`config.mk`:
```
export PLATFORM = sky130hd
export DESIGN_NAME = banco_de_registradores_2l1e
export DESIGN_NICKNAME = d
export VERILOG_FILES = /design/src/rtl/banco_de_registradores_2l1e_pkg.sv /design/src/rtl/banco_de_registradores_2l1e_porta_leitura.sv /design/src/rtl/banco_de_registradores_2l1e.sv
export SDC_FILE = /design/constraint.sdc
export NUM_CORES = 1
export LEC_CHECK = 0
export BUFFER_PORTS_ARGS = -buffer_cell sky130_fd_sc_hd__buf_2
export CORE_MARGIN = 4
export CORE_UTILIZATION = 41
export CTS_CLUSTER_SIZE = 20
export DETAILED_ROUTE_END_ITERATION = 10
export SLEW_MARGIN = 10
export SYNTH_ARGS = -nofsm -noshare
export SYNTH_HDL_FRONTEND = slang
export SYNTH_HIERARCHICAL = 1
export SYNTH_SLANG_ARGS = --single-unit
```
`constraint.sdc`:
```
create_clock -name clk -period 4.3 [get_ports clk]
set_input_delay 0.43 -clock clk [delete_from_list [all_inputs] [get_ports clk]]
set_output_delay 0.43 -clock clk [all_outputs]
set_load 0.05 [all_outputs]
```
`src/rtl/banco_de_registradores_2l1e_pkg.sv`:
```
// Shared types and default geometry for the two-read/one-write register bank.
package pkg_banco;

  typedef enum logic [0:0] {
    LIMPANDO = 1'b0,
    PRONTO   = 1'b1
  } estado_t;

  localparam int LARGURA_PADRAO      = 32;
  localparam int PROFUNDIDADE_PADRAO = 8;

endpackage

```
`src/rtl/banco_de_registradores_2l1e_porta_leitura.sv`:
```
// One read port: zero/range masking, write-first bypass and the registered
// dado_lido/valido outputs.
module porta_leitura_banco #(
  parameter int LARGURA      = 32,
  parameter int PROFUNDIDADE = 8,
  parameter int ZERO_FIXO    = 1,
  parameter int AW           = 3
) (
  input  logic               clk,
  input  logic               rst,
  input  logic               ativo,
  input  logic               leitura,
  input  logic [AW-1:0]      reg_num,
  input  logic [LARGURA-1:0] dado_armazenado,
  input  logic               escrita_efetiva,
  input  logic [AW-1:0]      reg_escrita,
  input  logic [LARGURA-1:0] dado_escrito,
  output logic [LARGURA-1:0] dado_lido,
  output logic               valido
);

  logic [LARGURA-1:0] dado_sel;
  logic [LARGURA-1:0] dado_lido_d, dado_lido_q;
  logic               valido_d, valido_q;
  logic               leitura_aceita;

  always_comb begin
    dado_sel = dado_armazenado;
    if ((ZERO_FIXO != 0) && (reg_num == '0)) begin
      dado_sel = '0;
    end else if (int'(reg_num) >= PROFUNDIDADE) begin
      dado_sel = '0;
    end else if (escrita_efetiva && (reg_escrita == reg_num)) begin
      dado_sel = dado_escrito;
    end
  end

  always_comb begin
    leitura_aceita = ativo && leitura;
    valido_d       = leitura_aceita;
    dado_lido_d    = dado_lido_q;
    if (leitura_aceita) begin
      dado_lido_d = dado_sel;
    end
  end

  always_ff @(posedge clk) begin
    if (rst) begin
      dado_lido_q <= '0;
      valido_q    <= 1'b0;
    end else begin
      dado_lido_q <= dado_lido_d;
      valido_q    <= valido_d;
    end
  end

  assign dado_lido = dado_lido_q;
  assign valido    = valido_q;

endmodule

```
`src/rtl/banco_de_registradores_2l1e.sv`:
```
// Register bank, one write port and two read ports, with a sequenced clear
// after reset and an optional hardwired-zero register 0.
module banco_de_registradores_2l1e
  import pkg_banco::*;
#(
  parameter int  LARGURA      = LARGURA_PADRAO,
  parameter int  PROFUNDIDADE = PROFUNDIDADE_PADRAO,
  parameter int  ZERO_FIXO    = 1,
  localparam int AW           = $clog2(PROFUNDIDADE)
) (
  input  logic               clk,
  input  logic               rst,
  input  logic               escrita,
  input  logic [AW-1:0]      reg_escrita,
  input  logic [LARGURA-1:0] dado_escrito,
  input  logic               leitura_a,
  input  logic [AW-1:0]      reg_a,
  output logic [LARGURA-1:0] dado_lido_a,
  output logic               valido_a,
  input  logic               leitura_b,
  input  logic [AW-1:0]      reg_b,
  output logic [LARGURA-1:0] dado_lido_b,
  output logic               valido_b,
  output logic               ocupado
);

  logic [LARGURA-1:0] registrador_q [PROFUNDIDADE];

  estado_t       estado_d, estado_q;
  logic [AW-1:0] cnt_d, cnt_q;
  logic          ocupado_d, ocupado_q;

  logic               ativo;
  logic               escrita_efetiva;
  logic               wr_en;
  logic [AW-1:0]      wr_idx;
  logic [LARGURA-1:0] wr_dado;
  logic [AW-1:0]      idx_a, idx_b;

  always_comb begin
    estado_d  = estado_q;
    cnt_d     = cnt_q;
    ocupado_d = ocupado_q;
    case (estado_q)
      LIMPANDO: begin
        cnt_d = cnt_q + 1'b1;
        if (cnt_q == AW'(PROFUNDIDADE - 1)) begin
          estado_d  = PRONTO;
          ocupado_d = 1'b0;
          cnt_d     = '0;
        end
      end
      PRONTO: begin
        estado_d = PRONTO;
      end
      default: begin
        estado_d = LIMPANDO;
      end
    endcase
  end

  always_ff @(posedge clk) begin
    if (rst) begin
      estado_q  <= LIMPANDO;
      cnt_q     <= '0;
      ocupado_q <= 1'b1;
    end else begin
      estado_q  <= estado_d;
      cnt_q     <= cnt_d;
      ocupado_q <= ocupado_d;
    end
  end

  assign ocupado = ocupado_q;
  assign ativo   = (estado_q == PRONTO) && !rst;

  // A dropped write (out of range or hardwired zero) must not feed the bypass.
  assign escrita_efetiva = ativo && escrita
                           && (int'(reg_escrita) < PROFUNDIDADE)
                           && !((ZERO_FIXO != 0) && (reg_escrita == '0));

  // Clear sequence and normal writes share the single array write port.
  always_comb begin
    wr_en   = 1'b0;
    wr_idx  = reg_escrita;
    wr_dado = dado_escrito;
    if (!rst && (estado_q == LIMPANDO)) begin
      wr_en   = 1'b1;
      wr_idx  = cnt_q;
      wr_dado = '0;
    end else if (escrita_efetiva) begin
      wr_en = 1'b1;
    end
  end

  always_ff @(posedge clk) begin
    if (wr_en) begin
      registrador_q[wr_idx] <= wr_dado;
    end
  end

  assign idx_a = (int'(reg_a) < PROFUNDIDADE) ? reg_a : '0;
  assign idx_b = (int'(reg_b) < PROFUNDIDADE) ? reg_b : '0;

  porta_leitura_banco #(
    .LARGURA      (LARGURA),
    .PROFUNDIDADE (PROFUNDIDADE),
    .ZERO_FIXO    (ZERO_FIXO),
    .AW           (AW)
  ) u_porta_a (
    .clk             (clk),
    .rst             (rst),
    .ativo           (ativo),
    .leitura         (leitura_a),
    .reg_num         (reg_a),
    .dado_armazenado (registrador_q[idx_a]),
    .escrita_efetiva (escrita_efetiva),
    .reg_escrita     (reg_escrita),
    .dado_escrito    (dado_escrito),
    .dado_lido       (dado_lido_a),
    .valido          (valido_a)
  );

  porta_leitura_banco #(
    .LARGURA      (LARGURA),
    .PROFUNDIDADE (PROFUNDIDADE),
    .ZERO_FIXO    (ZERO_FIXO),
    .AW           (AW)
  ) u_porta_b (
    .clk             (clk),
    .rst             (rst),
    .ativo           (ativo),
    .leitura         (leitura_b),
    .reg_num         (reg_b),
    .dado_armazenado (registrador_q[idx_b]),
    .escrita_efetiva (escrita_efetiva),
    .reg_escrita     (reg_escrita),
    .dado_escrito    (dado_escrito),
    .dado_lido       (dado_lido_b),
    .valido          (valido_b)
  );

endmodule

```
; ---- After elaboration in Yosys (flattened, before gate mapping)
; Memory sizes are Yosys's and may differ from the RTL's.
; Cells that the tools add are included.
[totals]
wordCells = 40
n_memories = 1
out_inout_bits = 67
register_bits = 71
in_bits = 46
ram_bits = 256
[op_classes]
n_bitwise = 1
addsub = 1
reduce_logical = 14
mux = 13
eq_ne = 3
[memory_table]
columns = name, words, word_bits, read_ports, rd_clocked_by_memory_dff, wr, line
row1 = registrador_q, 8, 32, 2, 0, 1, banco_de_registradores_2l1e.sv:27  ; logic [LARGURA-1:0] registrador_q [PROFUNDIDADE];
[op_table]
columns = cell, count
row1 = $mux 32, 5
row2 = $logic_not 3->1, 3
row3 = $logic_and 1x1->1, 8
row4 = $eq 3x3->1, 2
row5 = $mux 3, 2
row6 = $mux 1, 5
row7 = $add 3x1->3 const B, 1
row8 = $eq 3x3->1 const B, 1
row9 = $logic_not 1->1, 2
row10 = $pmux 1 s2, 1
row11 = $reduce_and 2->1, 1
row12 = $not 1->1, 1

; ---- Longest topological paths before layout
; Gate-level depths: netlist of run 1.
[depth]
depth_word = 8
ltp_mapped = 7
depth_no_buf = 5

; ---- Hierarchy
; The synthesis of run 1 kept the hierarchy.
[modules_own_cells]
columns = module, n_inst, area_each_um2, seq_area_each_um2, cells_each
row1 = banco_de_registradores_2l1e, 1, 12419.4, 7787.5, 568
row2 = porta_leitura_banco, 2, 1376.3, 660.6, 146

; ---- Worst setup path after synthesis of run 1
; Ideal clock, no wire load.
[synth_path]
path_kind = in2reg
start = input port rst
end = memory registrador_q[4][0] (enable)
setup_time_ns = 0.461
stages = 4
arrival_ns = 3.141
n_path_buf = 1
path_slack_ns = 0.698
required_ns = 3.839
path_cell_list = buf_1 nor4b_1 a31oi_1 nor3_1
[synth_between]
elab_chain_cells = 8
elab_cells_between_ends = 10
classes_between = mux: 5 / reduce/logical: 5
[synth_lines]
columns = element, line
row1 = from (decl), banco_de_registradores_2l1e.sv:12  ; input logic rst,
row2 = $logic_not 1->1 (*), "banco_de_registradores_2l1e.sv:75, banco_de_registradores_2l1e.sv:87"
row3 = $logic_and 1x1->1, banco_de_registradores_2l1e.sv:75  ; assign ativo = (estado_q == PRONTO) && !rst;
row4 = $logic_and 1x1->1, banco_de_registradores_2l1e.sv:78  ; assign escrita_efetiva = ativo && escrita
row5 = $logic_and 1x1->1, banco_de_registradores_2l1e.sv:80  ; && !((ZERO_FIXO != 0) && (reg_escrita == '0));
row6 = $mux 1, banco_de_registradores_2l1e.sv:91  ; end else if (escrita_efetiva) begin
row7 = $mux 1, banco_de_registradores_2l1e.sv:87  ; if (!rst && (estado_q == LIMPANDO)) begin
row8 = $mux 1, banco_de_registradores_2l1e.sv:97  ; if (wr_en) begin
row9 = $mux 1 (not written as such), banco_de_registradores_2l1e.sv:98  ; registrador_q[wr_idx] <= wr_dado;
row10 = to (decl), banco_de_registradores_2l1e.sv:27
; Every way passes the cells marked *; elsewhere a longest branch is shown, timed or not.

; ---- Worst setup path in the final report of run 1
[layout_path]
start = register estado_q
end = register u_porta_a.dado_lido_q[9], in the netlist u_porta_a/dado_lido[9]
[layout_between]
elab_chain_cells = 6
elab_cells_between_ends = 7
classes_between = mux: 2 / reduce/logical: 5
[layout_lines]
columns = element, line
row1 = from (decl), banco_de_registradores_2l1e.sv:29  ; estado_t estado_d, estado_q;
row2 = from (signal assigned), banco_de_registradores_2l1e.sv:68  ; estado_q <= estado_d;
row3 = $logic_and 1x1->1, banco_de_registradores_2l1e.sv:75
row4 = net ativo, banco_de_registradores_2l1e.sv:33  ; logic ativo;
row5 = $logic_and 1x1->1, banco_de_registradores_2l1e.sv:78
row6 = $logic_and 1x1->1, banco_de_registradores_2l1e.sv:80
row7 = net escrita_efetiva, banco_de_registradores_2l1e.sv:34  ; logic escrita_efetiva;
row8 = $logic_and 1x1->1, banco_de_registradores_2l1e_porta_leitura.sv:33  ; end else if (escrita_efetiva && (reg_escrita == reg_num)) begin
row9 = $mux 32, banco_de_registradores_2l1e_porta_leitura.sv:33
row10 = $mux 32, banco_de_registradores_2l1e_porta_leitura.sv:29  ; if ((ZERO_FIXO != 0) && (reg_num == '0)) begin
row11 = to (signal assigned), banco_de_registradores_2l1e_porta_leitura.sv:52  ; dado_lido_q <= dado_lido_d;
row12 = to (decl), banco_de_registradores_2l1e_porta_leitura.sv:23  ; logic [LARGURA-1:0] dado_lido_d, dado_lido_q;
; The timed path passes the listed nets, and every way through them passes these cells.
; A chain may end at the register's enable or synchronous reset.

==> metrics.csv, run 1 <==
metric,value,unit
outcome,"complete, no violations",
"commonest non-fill, non-tap cell in the layout",edfxtp_1,
Final ANT Viol Nets,0,
post-synthesis register bit count,327,
CTS Buf Count,36,
DP Wirelength,22.29,mm
Worst-Skew Late Latency,520,ps
reg2reg path depth,6,
I/O Buffers,112,
most frequent cells in the layout,"256 x edfxtp_1, 110 x buf_2, 80 x mux4_1, 71 x dfxtp_1",
simple-gate area share of the yosys netlist,0.04049,
Worst Tran Pin Value,1010,ps
Max H-tree Level,2,
routed vias/inst,5.745,
post-route minimum period,3089,ps
power per standard cell area,418.9,mW/mm^2
Synth Cell Area,0.01517,mm^2
CP required,4730,ps
Final Cycle Share,0.7184,
max-cap violation count,0,
DIE WIDTH,200.4,um
Final GP Congestion,0.7466,
area grow syn2layout,15.58,%
Core Area,0.03652,mm^2
GRT Total Usage,0.1826,
Final Skew,11.04,ps
initial antenna violation count,1,
final hold viol count,0,
register area,0.009109,mm^2
Avg Synthesized Cell Area,17.64,um^2
ant diodes,0,
global-route wire length before repair,56.57,mm
CTS Hold Bufs,0,
Ys Warns,6,
Wirelength per Cell,25.48,um
total congestion overflow,0,
Highest Clock Rate,323.7,MHz
unrepaired setup endpoints after global routing,false,
Post-synth EDFFs,256,
Post-synth top flop,edfxtp_1,
final WL,37.51,mm
Setup-failing EPs final,0,
# IOs,113,
Post-CTS Setup Inserts,0,
largest family of logic cells by synthesized area,multiplexers,
setup tns final,0,ps
"Net Count, Synth",908,
worst min path class,in2reg,
vias in the first global route,8942,
Post-Synth XOR/XNOR Area,0.003464,
multiplexer area fraction after synthesis,0.3011,
adder-cell share of the synthesized area,0.001649,
CP arrival,3520,ps
largest net degree at the start of global routing,66,
Post-Syn Instances,860,
clock slew at reported path FFs,60,ps
TritonCTS Sinks,327,
initial core utilization,0.4154,
Place WS,1237,ps
CTS tree,yes,
Synth top area share,0.5067,
sequential-to-total area share from yosys stat,0.6004,
synth unique cells,34,
Synth Area in Compound Gates,0.02688,
via count,8456,
Layout fillers,3042,
kind of critical path,reg2reg,
crit start category,flop,
area occupied by multi-input gates,0.005788,mm^2
CP Max Fanout,23,
Clock Tree Root,clkbuf_16,
peak supply drop,0.2176,mV
Yosys top cell by area,edfxtp_1,
final net count,1025,
CTS max path bufs,3,
DRC violations left,0,
slew margin rel.,0.3265,
CP Capture Type,flop,
DR iter-0 viols,724,
layout cell share with drive strength beyond 1,0.3207,
die area,0.04015,mm^2
Pre-antenna DRT Iters,5,
"Core Util, Final",0.4801,
row cnt,70,
WHS Path Cells,3,
leakage,6.674,nW
cts repair resizes,0,
Max Transition Viols Final,0,
die height,200.4,um
Final WS setup,1211,ps
synth top area cells,"edfxtp_1 51%, mux4_1 14%, dfxtp_1 9.4%",
ys async rst share,0,
-- path summary, 6_finish.rpt --
path	from	endpoint	slack [ps]
worst min-delay path	dado_escrito[31]	u_porta_b/dado_lido[31]$_SDFFE_PP0P_	220
worst min register to register	u_porta_b/dado_lido[23]$_SDFFE_PP0P_	u_porta_b/dado_lido[23]$_SDFFE_PP0P_	440
worst max-delay path	estado_q$_SDFF_PP0_	u_porta_a/dado_lido[9]$_SDFFE_PP0P_	1210
worst max register to register	estado_q$_SDFF_PP0_	u_porta_a/dado_lido[9]$_SDFFE_PP0P_	1210
-- worst max-delay path, cell delays in order (launching register included) --
cell	delay, ps
dfxtp_1	600
nor2b_1	550
o311a_1	380
nand4_4	600
buf_4	480
mux2i_1	150
o21ai_0	210
-- area by class of cell --
cell class                 count  area share
sequential                   327      0.5194
multi-input combinational    470      0.3301
clock buffer                  41     0.05301
timing repair buffer         139     0.04595
tap                          468     0.03339
clock inverter                24     0.01748
inverter                       3   0.0006422
-- flip-flops by register name, indices dropped and copies added (netlist names) --
register             flops
registrador_q          256
u_porta_a/dado_lido     32
u_porta_b/dado_lido     32
cnt_q                    3
estado_q                 1
ocupado                  1
u_porta_a/valido         1
u_porta_b/valido         1
-- cell usage after synthesis, types with 2 or more instances --
library cell    n
nor4b_1         2
nand2b_1        3
nand4_2         2
xnor2_1         6
mux2i_1        66
a21oi_1         4
buf_1          12
a31oi_1         3
inv_1           3
clkbuf_1       21
mux4_1         80
nor2_1         12
o21ai_1        10
dfxtp_1        71
o21ai_0        54
nor3_1          4
ha_1            2
edfxtp_1      256
buf_2           7
a21o_1          2
o31ai_1         2
nor2b_1         2
and2_1         32
buf_6          20
mux4_2         48
mux2_2         63
nand2_1        66
-- metrics by stage --
stage               total power [mW]  cells  cell area, um^2  hold slack, ps
CTS                            7.429   1472            17540           202.5
global placement               4.200   1407            16300           429.7
detailed placement             4.207   1407            16300           439.0
finish                         7.345   1472            17540           219.9
global route                   7.616   1472            17540           221.7
floorplan                      4.007    860            15170           512.9
-- metal layers --
metal | up-vias | track usage | part of all wire
met4 | 0 | 0.03909 | 0.018
met5 | - | 0 | 0
met3 | 51 | 0.03254 | 0.057
met1 | 4371 | 0.2492 | 0.44
li1 | 3767 | - | -
met2 | 267 | 0.3107 | 0.49
-- power breakdown --
group,internal (mW),total (mW),switching (mW),leakage [nW]
sequential,3.50,3.54,0.0356,2.94
clock,1.98,3.21,1.23,0.609
combinational,0.277,0.595,0.318,3.12
total,5.76,7.35,1.59,6.67
-- logic make-up (layout without fill, tap and decap cells) --
| logic type | after synthesis | in the layout |
|---|---|---|
| xor gates and xnor gates | 6 | 6 |
| buffers and inverters | 63 | 207 |
| adders and majority gates | 2 | 2 |
| AOI/OAI and AO/OA | 77 | 77 |
| and+or+nand+nor | 127 | 127 |
| muxes | 258 | 258 |
| DFF | 327 | 327 |
Power figures use the tool's default switching activity.
==> inputs of run 2 (changes only) <==
==> constraint.sdc (replaced) <==
create_clock -name clk -period 3.16 [get_ports clk]
set_input_delay 0.316 -clock clk [delete_from_list [all_inputs] [get_ports clk]]
set_output_delay 0.316 -clock clk [all_outputs]
set_load 0.05 [all_outputs]
==> metrics.csv, run 2 (same netlist as run 1, synthesis figures left out) <==
metric,value,unit
outcome,"complete, no violations",
DR iter-0 viols,436,
Final ANT Viol Nets,0,
post-route minimum period,2271,ps
Pre-antenna DRT Iters,4,
Switch Pwr,2.170,mW
Max H-tree Level,2,
vias in the first global route,8936,
final hold viol count,0,
Top reg by flops,registrador_q,
"CP delay by family, top",buffers and inverters,
Place WS,681.5,ps
TritonCTS Sinks,327,
die area,0.04015,mm^2
max-cap violation count,0,
Worst Tran Pin Value,939.1,ps
internal power,8.048,mW
routed vias/inst,5.669,
WHS Path Cells,3,
die height,200.4,um
peak supply drop,0.3370,mV
"commonest non-fill, non-tap cell in the layout",edfxtp_1,
row cnt,70,
Final GP Congestion,0.7442,
CP Capture Type,flop,
largest net degree at the start of global routing,66,
initial core utilization,0.4154,
layout cell share with drive strength beyond 1,0.3237,
cell mode on critical path,buf_4,
Clock Power Share,0.448,
I/O Buffers,112,
Critical R2R Launch,estado_q$_SDFF_PP0_,
Critical R2R Capture,u_porta_b/dado_lido[5]$_SDFFE_PP0P_,
"Cell Chain, Critical Path","buf_4, nor2b_1, buf_4, o311a_1, nand4_4, buf_12, mux2i_1, o21ai_0",
Final Skew,17.21,ps
clock slew at reported path FFs,60,ps
CTS tree,yes,
DIE WIDTH,200.4,um
Wirelength per Cell,24.99,um
Combinational Power Share,0.080,
CTS max path bufs,3,
Highest Clock Rate,440.3,MHz
via count,8368,
CP arrival,2630,ps
Setup crit start,estado_q$_SDFF_PP0_,
# IOs,113,
CP required,3520,ps
"Core Util, Final",0.4873,
final net count,1027,
part of the power in registers,0.471,
most frequent cells in the layout,"256 x edfxtp_1, 110 x buf_2, 80 x mux4_1, 71 x dfxtp_1",
worst-case hold path end point,u_porta_a/dado_lido[1]$_SDFFE_PP0P_,
Core Area,0.03652,mm^2
Worst-Skew Late Latency,520,ps
Final WS setup,888.7,ps
FF-to-FF setup slack,890,ps
slew margin rel.,0.3739,
Max Transition Viols Final,0,
cts repair resizes,0,
reg2reg path depth,8,
area grow syn2layout,17.29,%
setup tns final,0,ps
total congestion overflow,0,
unrepaired setup endpoints after global routing,false,
max reg flops,256,
Layout fillers,2985,
Final Cycle Share,0.7188,
Clock Tree Root,clkbuf_16,
power per standard cell area,574.1,mW/mm^2
CP peak stage delay,420,ps
initial antenna violation count,1,
hold_sp,dado_escrito[1],
slowest CP cell,nand4_4,
crit start category,flop,
CP Max Fanout,15,
Setup-failing EPs final,0,
leakage,6.751,nW
Net Sw Frac,0.2123,
worst min path class,in2reg,
DRC violations left,0,
DP Wirelength,22.13,mm
final WL,36.88,mm
CTS Buf Count,36,
WP buf/inv,3,
kind of critical path,reg2reg,
global-route wire length before repair,55.60,mm
CTS Hold Bufs,0,
Post-CTS Setup Inserts,0,
GRT Total Usage,0.1817,
-- run 2: cell count changes in the layout (fill, tap and decap cells not counted), moves of 3 or more --
cell and delta:
buf_12 +12, buf_4 -10, clkinv_1 -3, clkinv_2 -6, nor3_2 -3, nor3_4 +3
-- run 2: stage by stage --
stage / power, mW / hold slack (ps) / area [um^2] / instances
after floorplan: 5.452 / 398.9 / 15190 / 860
after global placement: 5.731 / 430.6 / 16480 / 1409
after detailed placement: 5.739 / 437.8 / 16480 / 1409
after CTS: 10.33 / 89.76 / 17790 / 1475
after global routing: 10.58 / 120.4 / 17790 / 1475
final: 10.22 / 103.8 / 17800 / 1476
-- run 2: cell type report --
cell class / instances / area [um^2] / share of cell area
well taps: 468 / 585.6 / 0.03290
inverters: 3 / 11.26 / 0.0006328
flip-flops and latches: 327 / 9109 / 0.5118
repair buffers: 141 / 970.9 / 0.05456
clock buffers: 46 / 989.7 / 0.05561
multi-input cells: 470 / 5807 / 0.3263
clock inverters: 20 / 320.3 / 0.01800
diodes: 1 / 2.502 / 0.0001406
-- run 2: power groups by stage --
stage | Combinational, mW | Sequential [mW] | Clock [mW]
after CTS | 0.837 | 4.81 | 4.68
after global routing | 0.885 | 4.82 | 4.87
after floorplan | 0.558 | 4.89 | 0
after detailed placement | 0.833 | 4.91 | 0
after global placement | 0.828 | 4.90 | 0
final | 0.822 | 4.81 | 4.58
-- run 2: how the worst max path moves through the flow --
| stage | depth (start not counted) | endpoint | slack (ps) |
|---|---|---|---|
| 2_1_floorplan | 4 | registrador_q[3][0]$_DFFE_PP_ | 370 |
| 3_3_place_gp | 6 | u_porta_a/dado_lido[21]$_SDFFE_PP0P_ | 710 |
| 3_5_place_dp | 6 | u_porta_a/dado_lido[17]$_SDFFE_PP0P_ | 680 |
| 4_1_cts | 8 | u_porta_b/dado_lido[28]$_SDFFE_PP0P_ | 870 |
| 5_1_grt | 8 | u_porta_b/dado_lido[3]$_SDFFE_PP0P_ | 770 |
| 6_report | 8 | u_porta_b/dado_lido[5]$_SDFFE_PP0P_ | 890 |
-- run 2: layer usage --
metal  routed length [um]  GRT usage
met5                    0          0
met4                  847    0.04720
met3                 1696    0.02865
met2                18950     0.3241
met1                15390     0.2334
-- run 2: worst min-delay path: cells and delay by family --
kind / cells / cell delay [ps]
AOI/OAI and AO/OA: 1 / 120
buffers and inverters: 1 / 90
muxes: 1 / 50
